--- src/rtl/conv_arbiter_if.sv ---
// Pixel window type shared by the window generators, the arbiter and the conv engine,
// plus the valid/ready stream interface that carries it.
package pixel_pkg;
  // 3x3 window of 24-bit RGB pixels
  typedef logic [8:0][23:0] chunk_t;
endpackage

interface axis_if;
  import pixel_pkg::*;
  chunk_t data;
  logic   vld;
  logic   rdy;

  modport master (output data, output vld, input rdy);
  modport slave  (input data, input vld, output rdy);
endinterface

--- src/rtl/conv_arbiter.sv ---
// Round-robin burst arbiter sharing one conv engine between two requesters; an in-order
// tag FIFO remembers who issued each chunk so results can be steered back.
module conv_arbiter #(
  parameter int BURST_LEN = 16,
  parameter int TAG_DEPTH = 8
) (
  input  logic                           clk,
  input  logic                           rst,
  axis_if.slave                          req0_i,
  axis_if.slave                          req1_i,
  axis_if.master                         conv_o,
  axis_if.slave                          conv_i,
  axis_if.master                         rsp0_o,
  axis_if.master                         rsp1_o,
  output logic [$clog2(TAG_DEPTH+1)-1:0] outstanding_o,
  output logic                           err_o
);
  localparam int PW = $clog2(TAG_DEPTH);
  localparam int OW = $clog2(TAG_DEPTH + 1);
  localparam int BW = $clog2(BURST_LEN + 1);
  localparam logic [BW-1:0] BURST_LAST = BW'(BURST_LEN - 1);
  localparam logic [OW-1:0] DEPTH      = OW'(TAG_DEPTH);

  typedef enum logic [1:0] {IDLE, GNT0, GNT1} state_t;

  state_t               state, state_nxt;
  logic                 last_grant;
  logic [BW-1:0]        burst_cnt;
  logic [TAG_DEPTH-1:0] tags;
  logic [PW-1:0]        wr_ptr, rd_ptr;
  logic [OW-1:0]        occ;
  logic                 fifo_full, fifo_empty, push, pop, head;

  assign fifo_full     = (occ == DEPTH);
  assign fifo_empty    = (occ == '0);
  assign head          = tags[rd_ptr];
  assign push          = conv_o.vld & conv_o.rdy;
  assign pop           = conv_i.vld & conv_i.rdy;
  assign outstanding_o = occ;

  // NOTE: clocked state uses non-blocking assignments so every register samples pre-edge values.
  always_ff @(posedge clk or posedge rst) begin
    if (rst) state <= IDLE;
    else     state <= state_nxt;
  end

  always_comb begin
    state_nxt = state;
    unique case (state)
      IDLE: begin
        if (req0_i.vld && (!req1_i.vld || last_grant)) state_nxt = GNT0;
        else if (req1_i.vld)                           state_nxt = GNT1;
      end
      GNT0: if (!req0_i.vld || (push && burst_cnt == BURST_LAST)) state_nxt = IDLE;
      GNT1: if (!req1_i.vld || (push && burst_cnt == BURST_LAST)) state_nxt = IDLE;
      default: state_nxt = IDLE;
    endcase
  end

  // NOTE: every output gets a default first so no path through this block can infer a latch.
  always_comb begin
    conv_o.vld = 1'b0;
    req0_i.rdy = 1'b0;
    req1_i.rdy = 1'b0;
    case (state)
      GNT0: begin
        conv_o.vld = req0_i.vld & ~fifo_full;
        req0_i.rdy = conv_o.rdy & ~fifo_full;
      end
      GNT1: begin
        conv_o.vld = req1_i.vld & ~fifo_full;
        req1_i.rdy = conv_o.rdy & ~fifo_full;
      end
      default: ;
    endcase
    // last_grant only changes on entry to a grant, so the mux holds its source through IDLE
    conv_o.data = last_grant ? req1_i.data : req0_i.data;
    rsp0_o.data = conv_i.data;
    rsp1_o.data = conv_i.data;
    rsp0_o.vld  = conv_i.vld & ~fifo_empty & ~head;
    rsp1_o.vld  = conv_i.vld & ~fifo_empty &  head;
    conv_i.rdy  = ~fifo_empty & (head ? rsp1_o.rdy : rsp0_o.rdy);
  end

  always_ff @(posedge clk or posedge rst) begin
    if (rst) begin
      last_grant <= 1'b1;
      burst_cnt  <= '0;
    end else if (state == IDLE && state_nxt == GNT0) begin
      last_grant <= 1'b0;
      burst_cnt  <= '0;
    end else if (state == IDLE && state_nxt == GNT1) begin
      last_grant <= 1'b1;
      burst_cnt  <= '0;
    end else if (push) begin
      burst_cnt  <= burst_cnt + 1'b1;
    end
  end

  // NOTE: tag storage needs no reset; occupancy gates every read of it.
  always_ff @(posedge clk) begin
    if (push) tags[wr_ptr] <= last_grant;
  end

  always_ff @(posedge clk or posedge rst) begin
    if (rst) begin
      wr_ptr <= '0;
      rd_ptr <= '0;
      occ    <= '0;
      err_o  <= 1'b0;
    end else begin
      if (push) wr_ptr <= wr_ptr + 1'b1;
      if (pop)  rd_ptr <= rd_ptr + 1'b1;
      case ({push, pop})
        2'b10:   occ <= occ + 1'b1;
        2'b01:   occ <= occ - 1'b1;
        default: ;
      endcase
      if (conv_i.vld && fifo_empty) err_o <= 1'b1;
    end
  end
endmodule

--- src/flat_wrapper.sv ---
// flat-port wrapper written by rule: the top's interface ports become plain ports
module conv_arbiter_flat 
#(
  parameter int BURST_LEN = 16,
  parameter int TAG_DEPTH = 8
)
  (clk, rst, outstanding_o, err_o, req0_i_data, req0_i_vld, req0_i_rdy, req1_i_data, req1_i_vld, req1_i_rdy, conv_o_data, conv_o_vld, conv_o_rdy, conv_i_data, conv_i_vld, conv_i_rdy, rsp0_o_data, rsp0_o_vld, rsp0_o_rdy, rsp1_o_data, rsp1_o_vld, rsp1_o_rdy);
  axis_if req0_i_i ();
  axis_if req1_i_i ();
  axis_if conv_o_i ();
  axis_if conv_i_i ();
  axis_if rsp0_o_i ();
  axis_if rsp1_o_i ();
  input  logic clk;
  input  logic rst;
  output logic [$clog2(TAG_DEPTH+1)-1:0] outstanding_o;
  output logic err_o;
  input wire logic [$bits(req0_i_i.data)-1:0] req0_i_data;
  input wire logic [$bits(req0_i_i.vld)-1:0] req0_i_vld;
  output wire logic [$bits(req0_i_i.rdy)-1:0] req0_i_rdy;
  input wire logic [$bits(req1_i_i.data)-1:0] req1_i_data;
  input wire logic [$bits(req1_i_i.vld)-1:0] req1_i_vld;
  output wire logic [$bits(req1_i_i.rdy)-1:0] req1_i_rdy;
  output wire logic [$bits(conv_o_i.data)-1:0] conv_o_data;
  output wire logic [$bits(conv_o_i.vld)-1:0] conv_o_vld;
  input wire logic [$bits(conv_o_i.rdy)-1:0] conv_o_rdy;
  input wire logic [$bits(conv_i_i.data)-1:0] conv_i_data;
  input wire logic [$bits(conv_i_i.vld)-1:0] conv_i_vld;
  output wire logic [$bits(conv_i_i.rdy)-1:0] conv_i_rdy;
  output wire logic [$bits(rsp0_o_i.data)-1:0] rsp0_o_data;
  output wire logic [$bits(rsp0_o_i.vld)-1:0] rsp0_o_vld;
  input wire logic [$bits(rsp0_o_i.rdy)-1:0] rsp0_o_rdy;
  output wire logic [$bits(rsp1_o_i.data)-1:0] rsp1_o_data;
  output wire logic [$bits(rsp1_o_i.vld)-1:0] rsp1_o_vld;
  input wire logic [$bits(rsp1_o_i.rdy)-1:0] rsp1_o_rdy;
  assign req0_i_i.data = req0_i_data;
  assign req0_i_i.vld = req0_i_vld;
  assign req0_i_rdy = req0_i_i.rdy;
  assign req1_i_i.data = req1_i_data;
  assign req1_i_i.vld = req1_i_vld;
  assign req1_i_rdy = req1_i_i.rdy;
  assign conv_o_data = conv_o_i.data;
  assign conv_o_vld = conv_o_i.vld;
  assign conv_o_i.rdy = conv_o_rdy;
  assign conv_i_i.data = conv_i_data;
  assign conv_i_i.vld = conv_i_vld;
  assign conv_i_rdy = conv_i_i.rdy;
  assign rsp0_o_data = rsp0_o_i.data;
  assign rsp0_o_vld = rsp0_o_i.vld;
  assign rsp0_o_i.rdy = rsp0_o_rdy;
  assign rsp1_o_data = rsp1_o_i.data;
  assign rsp1_o_vld = rsp1_o_i.vld;
  assign rsp1_o_i.rdy = rsp1_o_rdy;
  conv_arbiter #(.BURST_LEN(BURST_LEN), .TAG_DEPTH(TAG_DEPTH)) u_core (.clk(clk), .rst(rst), .req0_i(req0_i_i), .req1_i(req1_i_i), .conv_o(conv_o_i), .conv_i(conv_i_i), .rsp0_o(rsp0_o_i), .rsp1_o(rsp1_o_i), .outstanding_o(outstanding_o), .err_o(err_o));
endmodule
--- config.mk ---
export PLATFORM = sky130hd
export DESIGN_NAME = conv_arbiter_flat
export DESIGN_NICKNAME = d
export VERILOG_FILES = /design/src/rtl/conv_arbiter_if.sv /design/src/rtl/conv_arbiter.sv /design/src/flat_wrapper.sv
export SDC_FILE = /design/constraint.sdc
export NUM_CORES = 1
export LEC_CHECK = 0
export CAP_MARGIN = 10
export CORE_AREA = 5 5 502 504
export CTS_BUF_LIST = sky130_fd_sc_hd__clkbuf_8
export CTS_CLUSTER_SIZE = 16
export DETAILED_ROUTE_END_ITERATION = 6
export DIE_AREA = 0 0 507 509
export PLACE_DENSITY = 0.3
export SLEW_MARGIN = 20
export SYNTH_ARGS = -nofsm -noshare
export SYNTH_HDL_FRONTEND = slang
export SYNTH_SLANG_ARGS = --single-unit
--- constraint.sdc ---
create_clock -name clk -period 3.1 [get_ports clk]
set_input_delay 0.62 -clock clk [delete_from_list [all_inputs] [get_ports clk]]
set_output_delay 0.62 -clock clk [all_outputs]
set_load 0.01 [all_outputs]
==> impl_metrics.tcl <==
set metrics [dict create \
    reg2reg_slack_ns 0.17 \
    clock-sinks 27 \
    r2r_cells 10 \
    die-area_um2 258000 \
    leakage_uw 0.00447 \
    whs_endpoint "u_core.err_o" \
    syn_nets 1475 \
    drc 0 \
    reg2reg_from "u_core.rd_ptr[1]" \
    h-tree-depth 1 \
    grt_pass1_vias 7852 \
    vias 7770 \
    viasPerCell 1.79 \
    fp-row-count 183 \
    syn_area_um2 7340 \
    synth_edf_count 8 \
    synth-seq-area-share_pct 9.77 \
    fin_skew_ns 0.00808 \
    drive_above_1_share_pct 32.1 \
    wl_per_cell_um 38.9 \
    clk_latency_ns 0.29 \
    coreArea_um2 247000 \
    worst_slew_pin_slew_ns 0.902 \
    min_path_cells 1 \
    gp_congestion 0.807 \
    fmax_mhz 327 \
    netlist_top_cells_area "buf_4, mux2_2, dfrtp_1, edfxtp_1, ha_1" \
    ioPinCount 1315 \
    synth_warnings 0 \
    crit_path_cell_trace "buf_12 > mux2_2 > clkdlybuf4s50_1" \
    nets 1714 \
    r2r-end "u_core.outstanding_o[3]" \
    yosysTopAreaCellShare_pct 44.2 \
    dp_hpwl_um 162000 \
    grt_max_degree 51 \
    start_kind "flip-flop" \
    synth.avg_cell_area_um2 9.09 \
    crit_type "reg2out" \
    cts_tree "done" \
    period_minus_slack_ns 3.06 \
    irDropWorstVdd_mv 0.188 \
    gr-total-overflow 0 \
    die_w_um 507 \
    synth_cell_types 41 \
    first_iter_violations 289 \
    ys.flop_type "dfrtp_1" \
    cp.arrival_ns 2.44 \
    grt_use_total_pct 12.4 \
    cp-end-kind "output port" \
    slew_headroom_pct 39.8 \
    power_density_nw_per_um2 411 \
    min_path_type "reg2reg" \
    grt_antenna_before_repair 190 \
    cts_buffers 3 \
    start_util_pct 2.97 \
    async_flop_share_pct 70.4 \
    ant_nets 0 \
    synth_top_area_cell "buf_4" \
    fin_cells 4334 \
    status "finished, final reports clean" \
    finalCritPeriodShare_pct 98.6 \
    port_buffers 666 \
    first_pass_iters 4 \
    wl_um 169000 \
    root_buffer "clkbuf_8" \
    hold_viol_final 0 \
    cts_hold_buf 0 \
    cap_violations 0 \
    final-setup-viol-count 0 \
    path_buf_inv 2 \
    cpLargestDelayFamily "buffers and inverters" \
    path_max_fanout 50 \
    grt_first_pass_wirelength_um 186000 \
    crit_required_ns 2.48 \
    die_y_um 509 \
    critPathMaxStageDelay_ns 0.72 \
    ys_ff_latch 27 \
    dp.cells 4278 \
    clkTransAtPathRegs_ns 0.11 \
    rsz0062_at_grt "no" \
    post-route-util_pct 6.12 \
    cp_slowest_cell "dfstp_4" \
    clock_tree.buffer_depth 2 \
    syn_to_final_growth_pct 106 \
    synthCells 807 \
    hold_start "u_core.err_o" \
    slew_viol_final 0 \
]
==> metal layers <==
layer | track usage, % | share of wire [%]
met5 | 1.93 | 0.77
met1 | 7.77 | 22
met3 | 17.4 | 29
met4 | 1.93 | 3.2
met2 | 20.5 | 45
==> kinds of logic (layout without fill, tap and decap cells) <==
| kind of cell | Yosys count | in the layout | share of synthesized area [%] |
|---|---|---|---|
| buf+inv | 468 | 706 | 46.1 |
| mux | 227 | 227 | 35.2 |
| simple gates | 42 | 42 | 2.90 |
| flops | 27 | 27 | 9.77 |
| compound gates | 19 | 19 | 2.54 |
| fa+ha+maj | 12 | 12 | 2.15 |
| xor+xnor | 12 | 12 | 1.43 |
| other cells | 0 | 52 | 0 |
==> metrics by stage <==
stage	power, uW	setup TNS [ns]	worst slack [ns]	cell area, um^2	hold WS [ns]
2_1_floorplan	3290	0	0.270	7340	0.480
3_3_place_gp	6320	-0.0382	-0.0382	14900	0.444
3_5_place_dp	6270	0	0.0964	14900	0.465
4_1_cts	6540	-0.00199	-0.00199	15000	0.489
5_1_grt	6660	0	0.000780	15000	0.504
6_report	6220	0	0.0423	15100	0.482
==> worst max path at each step <==
stage | startpoint | slack [ns] | end | cells after the start
after floorplan | u_core.state[0] | 0.27 | u_core.outstanding_o[3] | 13
after global placement | conv_i_vld | -0.04 | u_core.outstanding_o[3] | 11
after detailed placement | conv_i_vld | 0.1 | u_core.outstanding_o[3] | 11
after CTS | u_core.last_grant | -0.002 | conv_o_data[95] | 4
after global routing | u_core.last_grant | 0.0008 | conv_o_data[96] | 4
final | u_core.last_grant | 0.04 | conv_o_data[171] | 3
==> layout make-up <==
class / count / area (um^2)
multi-input combinational: 312 / 3240
clock buffer: 3 / 41.3
tap: 3237 / 4050
sequential: 27 / 722
timing repair buffer: 691 / 6890
clock inverter: 1 / 7.51
antenna: 52 / 130
fill: 29200 / 232000
inverter: 11 / 41.3
==> synthesized netlist by cell type, types with 2 or more instances <==
master / n
clkbuf_1: 23
a21oi_1: 4
nand2_1: 9
mux4_2: 2
nand2b_1: 5
xor2_1: 7
ha_1: 11
nor3_1: 5
edfxtp_1: 8
buf_4: 432
xnor2_1: 5
and3_1: 4
a21o_1: 3
buf_1: 2
nor2_1: 12
inv_1: 11
dfrtp_1: 18
mux2_2: 221
mux2i_1: 3
==> sequential cells by signal (all words and copies together) (netlist names) <==
signal	cells
u_core.tags	8
u_core.rd_ptr	3
u_core.burst_cnt	5
u_core.wr_ptr	3
u_core.outstanding_o	4
u_core.last_grant	1
u_core.state	2
u_core.err_o	1
==> layout by cell type (no fill, tap or decap), drive strengths merged, types with 2 or more instances in the layout <==
cell	n
a21o	3
a21oi	4
and3	4
buf	100
clkbuf	3
clkdlybuf4s50	580
dfrtp	18
diode	52
dlygate4sd2	3
dlymetal6s2s	8
edfxtp	8
ha	11
inv	11
mux2	222
mux2i	3
mux4	2
nand2	9
nand2b	5
nor2	13
nor3	5
o21ai	2
xnor2	5
xor2	7
==> where the power goes <==
group          switching [uW]  leakage, uW  internal [uW]
Clock                     132    0.0000220           91.8
Combinational            2610      0.00414           2780
Sequential                118     0.000306            496
Total                    2860      0.00447           3360
==> repair_timing <==
action | 4_1_cts | 5_1_grt
setup buffers | 0 | 0
gates cloned | 0 | 0
gates resized for setup | 6 | 11
setup endpoints to repair | 6 | 18
hold endpoints to repair | 0 | 0
No activity file was read; power rests on OpenSTA's default activity.
